===== src/rtl/veda_master_pkg.sv =====
// Shared types and defaults for the veda register-file initiator.
package veda_master_pkg;

    localparam int unsigned VEDA_AW = 5;
    localparam int unsigned VEDA_DW = 32;

    typedef enum logic {
        OP_WRITE = 1'b0,
        OP_READ  = 1'b1
    } op_e;

    typedef enum logic [2:0] {
        ST_IDLE    = 3'd0,
        ST_ISSUE   = 3'd1,
        ST_WAIT    = 3'd2,
        ST_CAPTURE = 3'd3,
        ST_RESP    = 3'd4
    } state_e;

    // Width of one buffered command: op + addr_a + addr_b + data.
    function automatic int unsigned cmd_width(input int unsigned aw, input int unsigned dw);
        return 1 + 2 * aw + dw;
    endfunction

endpackage


===== src/rtl/veda_master_if.sv =====
// Command, response and veda-bus signals of the veda initiator.
// Stats counters are present only when VEDA_MASTER_STATS_EN is defined.
interface veda_master_if #(
    parameter int unsigned AW = veda_master_pkg::VEDA_AW,
    parameter int unsigned DW = veda_master_pkg::VEDA_DW
);
    logic          cmd_valid;
    logic          cmd_ready;
    logic          cmd_op;
    logic [AW-1:0] cmd_addr_a;
    logic [AW-1:0] cmd_addr_b;
    logic [DW-1:0] cmd_data;
    logic          rsp_valid;
    logic          rsp_ready;
    logic [DW-1:0] rsp_data;
    logic [AW-1:0] rsp_addr;
    logic          v_mode;
    logic          v_we;
    logic [AW-1:0] v_addr_a;
    logic [AW-1:0] v_addr_b;
    logic [DW-1:0] v_data_in;
    logic [DW-1:0] v_data_out;
    logic          busy;
`ifdef VEDA_MASTER_STATS_EN
    logic [15:0]   wr_count;
    logic [15:0]   rd_count;

    modport master (
        input  cmd_valid, cmd_op, cmd_addr_a, cmd_addr_b, cmd_data, rsp_ready, v_data_out,
        output cmd_ready, rsp_valid, rsp_data, rsp_addr,
        output v_mode, v_we, v_addr_a, v_addr_b, v_data_in, busy, wr_count, rd_count
    );

    modport slave (
        output cmd_valid, cmd_op, cmd_addr_a, cmd_addr_b, cmd_data, rsp_ready, v_data_out,
        input  cmd_ready, rsp_valid, rsp_data, rsp_addr,
        input  v_mode, v_we, v_addr_a, v_addr_b, v_data_in, busy, wr_count, rd_count
    );
`else
    modport master (
        input  cmd_valid, cmd_op, cmd_addr_a, cmd_addr_b, cmd_data, rsp_ready, v_data_out,
        output cmd_ready, rsp_valid, rsp_data, rsp_addr,
        output v_mode, v_we, v_addr_a, v_addr_b, v_data_in, busy
    );

    modport slave (
        output cmd_valid, cmd_op, cmd_addr_a, cmd_addr_b, cmd_data, rsp_ready, v_data_out,
        input  cmd_ready, rsp_valid, rsp_data, rsp_addr,
        input  v_mode, v_we, v_addr_a, v_addr_b, v_data_in, busy
    );
`endif

endinterface


===== src/rtl/veda_cmd_fifo.sv =====
// Synchronous command FIFO; head is read combinationally, occupancy is registered.
module veda_cmd_fifo #(
    parameter int unsigned W     = 8,
    parameter int unsigned DEPTH = 4
) (
    input  logic                     clk,
    input  logic                     rst,
    input  logic                     push,
    input  logic [W-1:0]             wdata,
    input  logic                     pop,
    output logic [W-1:0]             rdata_c,
    output logic [$clog2(DEPTH):0]   count
);

    localparam int unsigned PW = $clog2(DEPTH);
    localparam int unsigned CW = PW + 1;

    logic [W-1:0]  mem [DEPTH];
    logic [PW-1:0] wr_ptr;
    logic [PW-1:0] rd_ptr;

    always_ff @(posedge clk) begin
        if (!rst) begin
            wr_ptr <= '0;
            rd_ptr <= '0;
            count  <= '0;
        end else begin
            if (push) wr_ptr <= wr_ptr + PW'(1);
            if (pop)  rd_ptr <= rd_ptr + PW'(1);
            count <= count + CW'(push) - CW'(pop);
        end
    end

    // Storage needs no reset; the pointers define validity.
    always_ff @(posedge clk) begin
        if (push) mem[wr_ptr] <= wdata;
    end

    assign rdata_c = mem[rd_ptr];

endmodule


===== src/rtl/veda_master.sv =====
// Initiator for the veda register-file port: buffers commands, issues them in order,
// returns read data. Define VEDA_MASTER_STATS_EN to add wr_count/rd_count outputs.
module veda_master
    import veda_master_pkg::*;
#(
    parameter int unsigned AW     = VEDA_AW,
    parameter int unsigned DW     = VEDA_DW,
    parameter int unsigned DEPTH  = 4,
    parameter int unsigned RD_LAT = 1
) (
    input  logic          clk,
    input  logic          rst,
    veda_master_if.master bus
);

    localparam int unsigned CNTW = $clog2(DEPTH) + 1;
    localparam int unsigned LATW = $clog2(RD_LAT + 1);
    localparam int unsigned CMDW = cmd_width(AW, DW);

    typedef struct packed {
        op_e           op;
        logic [AW-1:0] addr_a;
        logic [AW-1:0] addr_b;
        logic [DW-1:0] data;
    } cmd_t;

    typedef struct packed {
        logic          we;
        logic          mode;
        logic [AW-1:0] addr_a;
        logic [AW-1:0] addr_b;
        logic [DW-1:0] data_in;
    } vbus_t;

    state_e          state_q, state_d;
    vbus_t           bus_q, bus_d;
    logic [LATW-1:0] lat_q, lat_d;
    logic            rsp_valid_q, rsp_valid_d;
    logic [DW-1:0]   rsp_data_q;
    logic [AW-1:0]   rsp_addr_q;
    logic            cmd_ready_q;
    logic            busy_q;
    logic            capture;
    logic            push;
    logic            pop;
    logic            fifo_empty_c;
    cmd_t            push_cmd;
    cmd_t            head_c;
    logic [CNTW-1:0] count;
    logic [CNTW-1:0] count_nxt;

    assign push      = bus.cmd_valid & cmd_ready_q;
    assign push_cmd  = {op_e'(bus.cmd_op), bus.cmd_addr_a, bus.cmd_addr_b, bus.cmd_data};
    assign fifo_empty_c = (count == '0);
    assign count_nxt = count + CNTW'(push) - CNTW'(pop);

    veda_cmd_fifo #(
        .W     (CMDW),
        .DEPTH (DEPTH)
    ) u_fifo (
        .clk     (clk),
        .rst     (rst),
        .push    (push),
        .wdata   (push_cmd),
        .pop     (pop),
        .rdata_c (head_c),
        .count   (count)
    );

    always_ff @(posedge clk) begin
        if (!rst) state_q <= ST_IDLE;
        else      state_q <= state_d;
    end

    // Next state plus next value of the registered bus; the head is popped on entry to ISSUE.
    always_comb begin
        state_d     = state_q;
        bus_d       = '0;
        lat_d       = lat_q;
        rsp_valid_d = rsp_valid_q;
        pop         = 1'b0;
        capture     = 1'b0;
        unique case (state_q)
            ST_IDLE: begin
                if (!fifo_empty_c) begin
                    state_d = ST_ISSUE;
                    pop     = 1'b1;
                end
            end
            ST_ISSUE: begin
                if (bus_q.mode) begin
                    state_d = ST_WAIT;
                    bus_d   = bus_q;
                    lat_d   = '0;
                end else if (!fifo_empty_c) begin
                    pop = 1'b1;
                end else begin
                    state_d = ST_IDLE;
                end
            end
            ST_WAIT: begin
                if (lat_q == LATW'(RD_LAT - 1)) begin
                    state_d = ST_CAPTURE;
                    capture = 1'b1;
                end else begin
                    bus_d = bus_q;
                    lat_d = lat_q + LATW'(1);
                end
            end
            ST_CAPTURE: begin
                state_d     = ST_RESP;
                rsp_valid_d = 1'b1;
            end
            ST_RESP: begin
                if (bus.rsp_ready) begin
                    rsp_valid_d = 1'b0;
                    if (!fifo_empty_c) begin
                        state_d = ST_ISSUE;
                        pop     = 1'b1;
                    end else begin
                        state_d = ST_IDLE;
                    end
                end
            end
            default: state_d = ST_IDLE;
        endcase
        if (pop) begin
            bus_d.we      = (head_c.op == OP_WRITE);
            bus_d.mode    = (head_c.op == OP_READ);
            bus_d.addr_a  = head_c.addr_a;
            bus_d.addr_b  = head_c.addr_b;
            bus_d.data_in = (head_c.op == OP_WRITE) ? head_c.data : '0;
        end
    end

    // cmd_ready stays low for the cycle in which a full FIFO is popped.
    always_ff @(posedge clk) begin
        if (!rst) begin
            bus_q       <= '0;
            lat_q       <= '0;
            rsp_valid_q <= 1'b0;
            rsp_data_q  <= '0;
            rsp_addr_q  <= '0;
            cmd_ready_q <= 1'b0;
            busy_q      <= 1'b0;
        end else begin
            bus_q       <= bus_d;
            lat_q       <= lat_d;
            rsp_valid_q <= rsp_valid_d;
            if (capture) begin
                rsp_data_q <= bus.v_data_out;
                rsp_addr_q <= bus_q.addr_a;
            end
            cmd_ready_q <= (count_nxt != CNTW'(DEPTH)) && (count != CNTW'(DEPTH));
            busy_q      <= (count_nxt != '0) || (state_d != ST_IDLE);
        end
    end

`ifdef VEDA_MASTER_STATS_EN
    logic [15:0] wr_count_q;
    logic [15:0] rd_count_q;

    always_ff @(posedge clk) begin
        if (!rst) begin
            wr_count_q <= '0;
            rd_count_q <= '0;
        end else if (pop) begin
            if (head_c.op == OP_WRITE) wr_count_q <= wr_count_q + 16'd1;
            else                       rd_count_q <= rd_count_q + 16'd1;
        end
    end

    assign bus.wr_count = wr_count_q;
    assign bus.rd_count = rd_count_q;
`endif

    assign bus.cmd_ready = cmd_ready_q;
    assign bus.rsp_valid = rsp_valid_q;
    assign bus.rsp_data  = rsp_data_q;
    assign bus.rsp_addr  = rsp_addr_q;
    assign bus.v_we      = bus_q.we;
    assign bus.v_mode    = bus_q.mode;
    assign bus.v_addr_a  = bus_q.addr_a;
    assign bus.v_addr_b  = bus_q.addr_b;
    assign bus.v_data_in = bus_q.data_in;
    assign bus.busy      = busy_q;

endmodule


===== src/flat_wrapper.sv =====
// flat-port wrapper written by rule: the top's interface ports become plain ports
module veda_master_flat import veda_master_pkg::*;
#(
    parameter int unsigned AW     = VEDA_AW,
    parameter int unsigned DW     = VEDA_DW,
    parameter int unsigned DEPTH  = 4,
    parameter int unsigned RD_LAT = 1
)
  (clk, rst, bus_cmd_valid, bus_cmd_op, bus_cmd_addr_a, bus_cmd_addr_b, bus_cmd_data, bus_rsp_ready, bus_v_data_out, bus_cmd_ready, bus_rsp_valid, bus_rsp_data, bus_rsp_addr, bus_v_mode, bus_v_we, bus_v_addr_a, bus_v_addr_b, bus_v_data_in, bus_busy);
  veda_master_if #(.AW(AW), .DW(DW)) bus_i ();
  input  logic clk;
  input  logic rst;
  input wire logic [$bits(bus_i.cmd_valid)-1:0] bus_cmd_valid;
  input wire logic [$bits(bus_i.cmd_op)-1:0] bus_cmd_op;
  input wire logic [$bits(bus_i.cmd_addr_a)-1:0] bus_cmd_addr_a;
  input wire logic [$bits(bus_i.cmd_addr_b)-1:0] bus_cmd_addr_b;
  input wire logic [$bits(bus_i.cmd_data)-1:0] bus_cmd_data;
  input wire logic [$bits(bus_i.rsp_ready)-1:0] bus_rsp_ready;
  input wire logic [$bits(bus_i.v_data_out)-1:0] bus_v_data_out;
  output wire logic [$bits(bus_i.cmd_ready)-1:0] bus_cmd_ready;
  output wire logic [$bits(bus_i.rsp_valid)-1:0] bus_rsp_valid;
  output wire logic [$bits(bus_i.rsp_data)-1:0] bus_rsp_data;
  output wire logic [$bits(bus_i.rsp_addr)-1:0] bus_rsp_addr;
  output wire logic [$bits(bus_i.v_mode)-1:0] bus_v_mode;
  output wire logic [$bits(bus_i.v_we)-1:0] bus_v_we;
  output wire logic [$bits(bus_i.v_addr_a)-1:0] bus_v_addr_a;
  output wire logic [$bits(bus_i.v_addr_b)-1:0] bus_v_addr_b;
  output wire logic [$bits(bus_i.v_data_in)-1:0] bus_v_data_in;
  output wire logic [$bits(bus_i.busy)-1:0] bus_busy;
  assign bus_i.cmd_valid = bus_cmd_valid;
  assign bus_i.cmd_op = bus_cmd_op;
  assign bus_i.cmd_addr_a = bus_cmd_addr_a;
  assign bus_i.cmd_addr_b = bus_cmd_addr_b;
  assign bus_i.cmd_data = bus_cmd_data;
  assign bus_i.rsp_ready = bus_rsp_ready;
  assign bus_i.v_data_out = bus_v_data_out;
  assign bus_cmd_ready = bus_i.cmd_ready;
  assign bus_rsp_valid = bus_i.rsp_valid;
  assign bus_rsp_data = bus_i.rsp_data;
  assign bus_rsp_addr = bus_i.rsp_addr;
  assign bus_v_mode = bus_i.v_mode;
  assign bus_v_we = bus_i.v_we;
  assign bus_v_addr_a = bus_i.v_addr_a;
  assign bus_v_addr_b = bus_i.v_addr_b;
  assign bus_v_data_in = bus_i.v_data_in;
  assign bus_busy = bus_i.busy;
  veda_master #(.AW(AW), .DW(DW), .DEPTH(DEPTH), .RD_LAT(RD_LAT)) u_core (.clk(clk), .rst(rst), .bus(bus_i));
endmodule

===== config.mk =====
export PLATFORM = sky130hd
export DESIGN_NAME = veda_master_flat
export DESIGN_NICKNAME = d
export VERILOG_FILES = /design/src/rtl/veda_master_pkg.sv /design/src/rtl/veda_master_if.sv /design/src/rtl/veda_cmd_fifo.sv /design/src/rtl/veda_master.sv /design/src/flat_wrapper.sv
export SDC_FILE = /design/constraint.sdc
export NUM_CORES = 1
export LEC_CHECK = 0
export BUFFER_PORTS_ARGS = -buffer_cell sky130_fd_sc_hd__buf_2
export CAP_MARGIN = 20
export CORE_MARGIN = 2
export CORE_UTILIZATION = 60
export DETAILED_ROUTE_END_ITERATION = 12
export HOLD_SLACK_MARGIN = 0.05
export PLACE_DENSITY = 0.9
export SYNTH_ARGS = -nofsm -noshare
export SYNTH_HDL_FRONTEND = slang
export SYNTH_SLANG_ARGS = --single-unit

===== constraint.sdc =====
create_clock -name clk -period 4.5 [get_ports clk]
set_input_delay 0.45 -clock clk [delete_from_list [all_inputs] [get_ports clk]]
set_output_delay 0.45 -clock clk [all_outputs]
set_load 0.05 [all_outputs]

**After elaboration in Yosys (flattened, before gate mapping)**

Memory sizes are Yosys's and may differ from the RTL's. A register that Yosys moved wholly into a read port is not among the register bits.
Cells that the tools add are included.

- Bits in registers: 95
- Memory bits (writable): 172
- Bits of input ports: 79
- Output and inout bits: 84
- Logic and storage cells: 71
- Memories: 1

Memories:

| memory | depth | bits a word | read ports | clocked after memory_dff | wr ports | line | RTL |
|---|---|---|---|---|---|---|---|
| u_core.u_fifo.mem | 4 | 43 | 1 | 1 | 1 | veda_cmd_fifo.sv:18 | `logic [W-1:0] mem [DEPTH];` |

- $add $sub $neg: 5
- Equality and inequality tests: 10
- Mux-type cells: 27
- Bitwise logic cells: 2
- Reduce and logical (&&, ||, !) cells: 11

Operators by type and width:

| operator | count |
|---|---|
| 44-bit two-way mux | 3 |
| 44-bit one-hot mux with 2 select lines | 1 |
| 32-bit two-way mux | 1 |
| 3-bit two-way mux | 5 |
| 3-bit one-hot mux with 5 select lines | 1 |
| 3-bit inequality test, second input constant | 4 |
| 1-bit two-way mux | 11 |
| 3-bit by 2-bit == test with 1-bit output, second input constant | 2 |
| 3-bit logical NOT | 2 |
| 2-bit AND reduction | 3 |
| 3-bit nonzero test | 2 |
| 2-bit by 1-bit adder with 2-bit output, second input constant | 2 |
| 2-bit two-way mux | 2 |
| 1-bit one-hot mux with 2 select lines | 2 |
| 2-bit nonzero test | 2 |
| 3-bit by 1-bit adder with 3-bit output | 1 |
| 3-bit by 1-bit == test with 1-bit output, second input constant | 1 |
| 3-bit == test, second input constant | 1 |
| 1-bit one-hot mux with 3 select lines | 1 |
| 3-bit by 1-bit subtractor with 3-bit output | 1 |
| 2-bit by 1-bit inequality test with 1-bit output, second input constant | 1 |
| 2-bit inequality test, second input constant | 1 |
| 1-bit adder, second input constant | 1 |
| 1-bit AND | 1 |
| other kinds (3) | 3 |

**Longest topological paths before layout**

- Depth in word-level cells: 7
- Depth in mapped cells: 13
- Gate-level depth less buffers: 11

**By module**

From an unflattened synthesis, not the netlist that was laid out.

- Cell total of the unflattened synthesis: 589
- Area total of the unflattened synthesis: 9880.7 um^2

Modules (own cells, without submodules):

| module | times used | cells an instance | area an instance (um^2) | seq. area each (um^2) |
|---|---|---|---|---|
| veda_cmd_fifo | 1 | 266 | 6691.4 | 5345.1 |
| veda_master | 1 | 323 | 3189.3 | 1741.7 |

**Least setup slack after synthesis**

No wires, ideal clock.

- Path type: reg-to-reg
- From: register u_core.bus_q (netlist bit u_core.bus.v_mode)
- To: register u_core.busy_q (netlist: u_core.bus.busy)
- Setup time: 0.125 ns
- Arrival time: 3.004 ns
- Data required time: 4.375 ns
- Setup slack: 1.371 ns
- Cell stages (with the launch flop): 13
- Buffers on the path: 1
- Period minus slack after synthesis: 3.129 ns
- Cell sequence: dfxtp_1 o21ai_0 or4b_4 inv_1 buf_2 ha_1 inv_1 ha_1 inv_1 fa_1 xnor2_1 xnor2_1 o41a_1

- Cells in the longest elaborated chain, start to end: 5
- Elaborated cells on any way between the ends: 8

Ends and longest elaborated chain:

| element | line | RTL |
|---|---|---|
| start, declared | veda_master.sv:36 | `vbus_t bus_q, bus_d;` |
| start signal, assigned | veda_master.sv:147 | `bus_q <= bus_d;` |
| 1-bit two-way mux | veda_master.sv:91 | `if (bus_q.mode) begin` |
| 1-bit one-hot mux with 3 select lines | veda_master.sv:83 | `unique case (state_q)` |
| via u_core.pop | veda_master.sv:45 | `logic pop;` |
| 3-bit by 1-bit subtractor with 3-bit output | veda_master.sv:55 | `assign count_nxt = count + CNTW'(push) - CNTW'(pop);` |
| 3-bit nonzero test | veda_master.sv:155 | `busy_q <= (count_nxt != '0) \|\| (state_d != ST_IDLE);` |
| 1-bit logical OR | veda_master.sv:155 |  |
| end signal, assigned | veda_master.sv:155 |  |
| end, declared | veda_master.sv:42 | `logic busy_q;` |

The timed path passes the listed nets, and every way through them passes these cells.
A chain may end at the register's enable or synchronous reset.

**Worst setup path in the final report**

- From: register u_core.state_q[2]
- To: register u_core.busy_q (netlist: u_core.bus.busy)

- Cells in the longest elaborated chain, start to end: 5
- Elaborated cells on any way between the ends: 16

Ends and longest elaborated chain:

| element | line | RTL |
|---|---|---|
| start, declared | veda_master.sv:35 | `state_e state_q, state_d;` |
| start signal, assigned | veda_master.sv:72 | `else state_q <= state_d;` |
| 3-bit == test, or another cell as far along | veda_master.sv:83 |  |
| 1-bit one-hot mux with 3 select lines or 3-bit two-way mux (tied branches) | veda_master.sv:83, veda_master.sv:91 |  |
| 3-bit by 1-bit subtractor with 3-bit output or 3-bit one-hot mux with 5 select lines (tied branches) | veda_master.sv:55, veda_master.sv:83 |  |
| 3-bit nonzero test | veda_master.sv:155 |  |
| 1-bit logical OR (*) | veda_master.sv:155 |  |

Every way passes the cells marked *; elsewhere a longest branch is shown, timed or not.

==> impl_metrics.toml <==
[sta]
layout_worst_path_cycle_share_pct = 75.32
min_period_ns = 3.390
finalHoldWorstSlack_ns = 0.1399
maxSlewHeadroom_pct = 34.08
rsz_0062_raised_after_global_routing = "false"
final.setup.tns_ns = 0
finalClockSkew_ns = 0.01285
max_clock_freq_mhz = 295.0
worst-slew-pin-transition_ns = 0.9873
hold_viol = 0
setup_viol_count_final = 0
maxSlewViolCount = 0
postLayoutSetupSlackWorst_ns = 1.110

[layout]
final_design_area_no_fill_mm2 = 0.01171
drive_gt1_share_pct = 35.41
finalNonFillerCells = 1049
nets = 899
area_growth_pct = 19.45
insertedDiodeCount = 0
layout.core_utilization_pct = 73.47

[flow_run]
cap_violations = 0

[grt]
number_of_antenna_violations_at_the_first_check_in_global_routing = 0
gr-usage-all-layers_pct = 22.58
grt_pass1_wl_um = 31110
grt-ovfl-total = 0
grt_pass1_vias = 5931
grt_start_max_net_pins = 59

[placement]
placedInstanceArea_mm2 = 0.01080
post-place-ws_ns = 1.189
port_buffers = 162
number_of_placed_instances_taps_included = 1000
detailedPlacementHpwl_um = 11870
globalplace.congestion = 0.8264

[routing]
dr.pass1.iters = 5
remaining_drc_errors = 0
avgRoutedWirePerCell_um = 18.83
drt-initial-drc-count = 413
postRouteAntennaNets = 0
postRouteWirelength_um = 19750
vias_per_cell = 5.603
via_count = 5878

[synth]
synth_seq_area_share_pct = 72.27
dominant_combinational_cell_family_by_area_after_synthesis = "multiplexers"
yosys.area.top_type_share_pct = 52.67
synth-warning-count = 0
synth-xor-area-share_pct = 0.3573
ys_seq_elements = 268
synth_fp_nets = 734
syn_area_mm2 = 0.009806
post_synth_and_or_nand_nor_area_fraction_pct = 6.852
syn_inst = 648
synth_cell_type_count = 34
muxShareOfSynthArea_pct = 9.978
synth_fa_ha_area_share_pct = 0.9698
most_frequently_used_cell_type_in_the_post_synthesis_netlist = "edfxtp_1"
yosys-top-cells-count = "172 x edfxtp_1, 110 x nand2_1, 96 x dfxtp_1, 43 x mux4_2, 42 x a21oi_1"
share_of_the_synthesized_area_in_compound_gates_ao_oa_aoi_oai_pct = 6.354
number_of_enable_type_register_cells_in_the_synthesized_netlist = 172
yosys-top-cells-area = "edfxtp_1 53%, dfxtp_1 20%, mux4_2 9.9%, nand2_1 4.2%, o21ai_2 2.7%"
synth_area_leader_cell = "edfxtp_1"
postSynthAreaPerCell_um2 = 15.13
postSynth.asyncResetShare_pct = 0
predominant_post_synthesis_flop_cell = "edfxtp_1"

[floorplanning]
dieHeight_um = 131.8
boundaryPins = 163
dieWidth_um = 131.8
fp-row-count = 46
floorplan.initialDensity_pct = 61.51
die-area_mm2 = 0.01738
core_mm2 = 0.01594

[worst_hold_path]
timing.hold.worst.class = "input pin to register"

[clock_network]
cts_resized = 0
number_of_buffers_on_the_longest_clock_path = 3
post_cts_setup_repair_buffer_count = 0
total_clock_buffers_created_by_cts = 26
cts_sinks = 268
cts_root_buf = "clkbuf_16"
cts-htree-levels = 1
holdBufCountCts = 0
clk_pin_slew_worst_paths_ns = 0.06
clk-insertion-delay-late_ns = 0.53
cts_tree = "yes"

[setup_path]
critical_path_required_ns = 4.90
cp-end-kind = "register"
timing.setup.critical_path_class = "register to register"
worst_setup_path_start_kind = "register"
arrival_ns = 3.79
worst-path-max-fanout = 13

[power_and_ir_drop]
worst_ir_drop_vdd_v = 0.0004401
leakage_nw = 4.449
power.density_cell_area_mw_per_mm2 = 615.8
post-layout-total-power_mw = 7.212

[run_status]
run_status = "finished clean"
worst max-delay path, stage by stage (launching register included):
cell and delay (ns):
dfxtp_1 0.41, nor2b_1 0.20, or4b_4 0.54, inv_1 0.38
ha_1 0.31, inv_1 0.06, ha_1 0.14, inv_1 0.06
fa_1 0.40, xnor2_1 0.21, xnor2_1 0.14, o41a_1 0.42
where the power goes:
group	switching [mW]	total [mW]	internal (mW)
registers	0.187	3.10	2.92
logic	1.23	1.90	0.671
clock network	0.878	2.20	1.33
registers in the layout (all words and copies together), names as in the netlist, named ones only:
register / cells
u_core.bus.v_addr_b: 5
u_core.u_fifo.wr_ptr: 2
u_core.u_fifo.count: 3
u_core.u_fifo.rd_ptr: 2
u_core.bus.cmd_ready: 1
u_core.bus.rsp_addr: 5
u_core.bus.v_we: 1
u_core.state_q: 3
u_core.bus.busy: 1
u_core.bus.rsp_data: 32
u_core.u_fifo.mem: 172
u_core.bus.v_addr_a: 5
u_core.bus.v_data_in: 32
u_core.bus.rsp_valid: 1
u_core.bus.v_mode: 1
worst paths after layout:
check                                                 to  cells past startpoint                     start  slack, ns
worst min-delay path            u_core.u_fifo.mem[2][17]                      1          bus_cmd_data[17]       0.14
worst max-delay path                     u_core.bus.busy                     11         u_core.state_q[2]       1.11
worst max register to register           u_core.bus.busy                     11         u_core.state_q[2]       1.11
worst min register to register  u_core.bus.v_data_in[20]                      2  u_core.bus.v_data_in[20]       0.45
cells in the final DEF, fill, tap and decap left out, drive strengths merged, types with 2 or more instances in the layout:
master	n
and2	5
a22oi	11
nor2	23
nor2b	4
nand3	2
nand2	110
inv	39
bufinv	4
clkinv	9
dfxtp	96
a21oi	42
and3	4
edfxtp	172
buf	172
xnor2	4
ha	6
nor3	2
o21ai	36
or3	2
mux4	43
clkbuf	33
clkinvlp	2
a221oi	2
routing by layer:
metal,vias to the layer above,GRT usage (%),wire [um]
met5,-,0,0
met4,0,5.978,435
met3,38,4.921,1549
met2,258,39.73,10070
met1,2898,28.69,7688
li1,2684,-,-
logic make-up (layout without fill, tap and decap cells):
family,Yosys count,after routing
compound gates,93,93
xor+xnor,4,4
buf+inv,74,259
fa+ha+maj,7,7
simple gates,158,158
flops,268,268
mux,44,44
final cells by class:
| class | instances | area, um^2 |
|---|---|---|
| Timing Repair Buffer | 172 | 905.9 |
| Clock inverter | 15 | 186.4 |
| Multi-Input combinational cell | 306 | 2415 |
| Sequential cell | 268 | 7092 |
| Inverter | 39 | 146.4 |
| Tap cell | 216 | 270.3 |
| Clock buffer | 33 | 696.9 |
| Fill cell | 994 | 4230 |
Power figures use the tool's default switching activity.
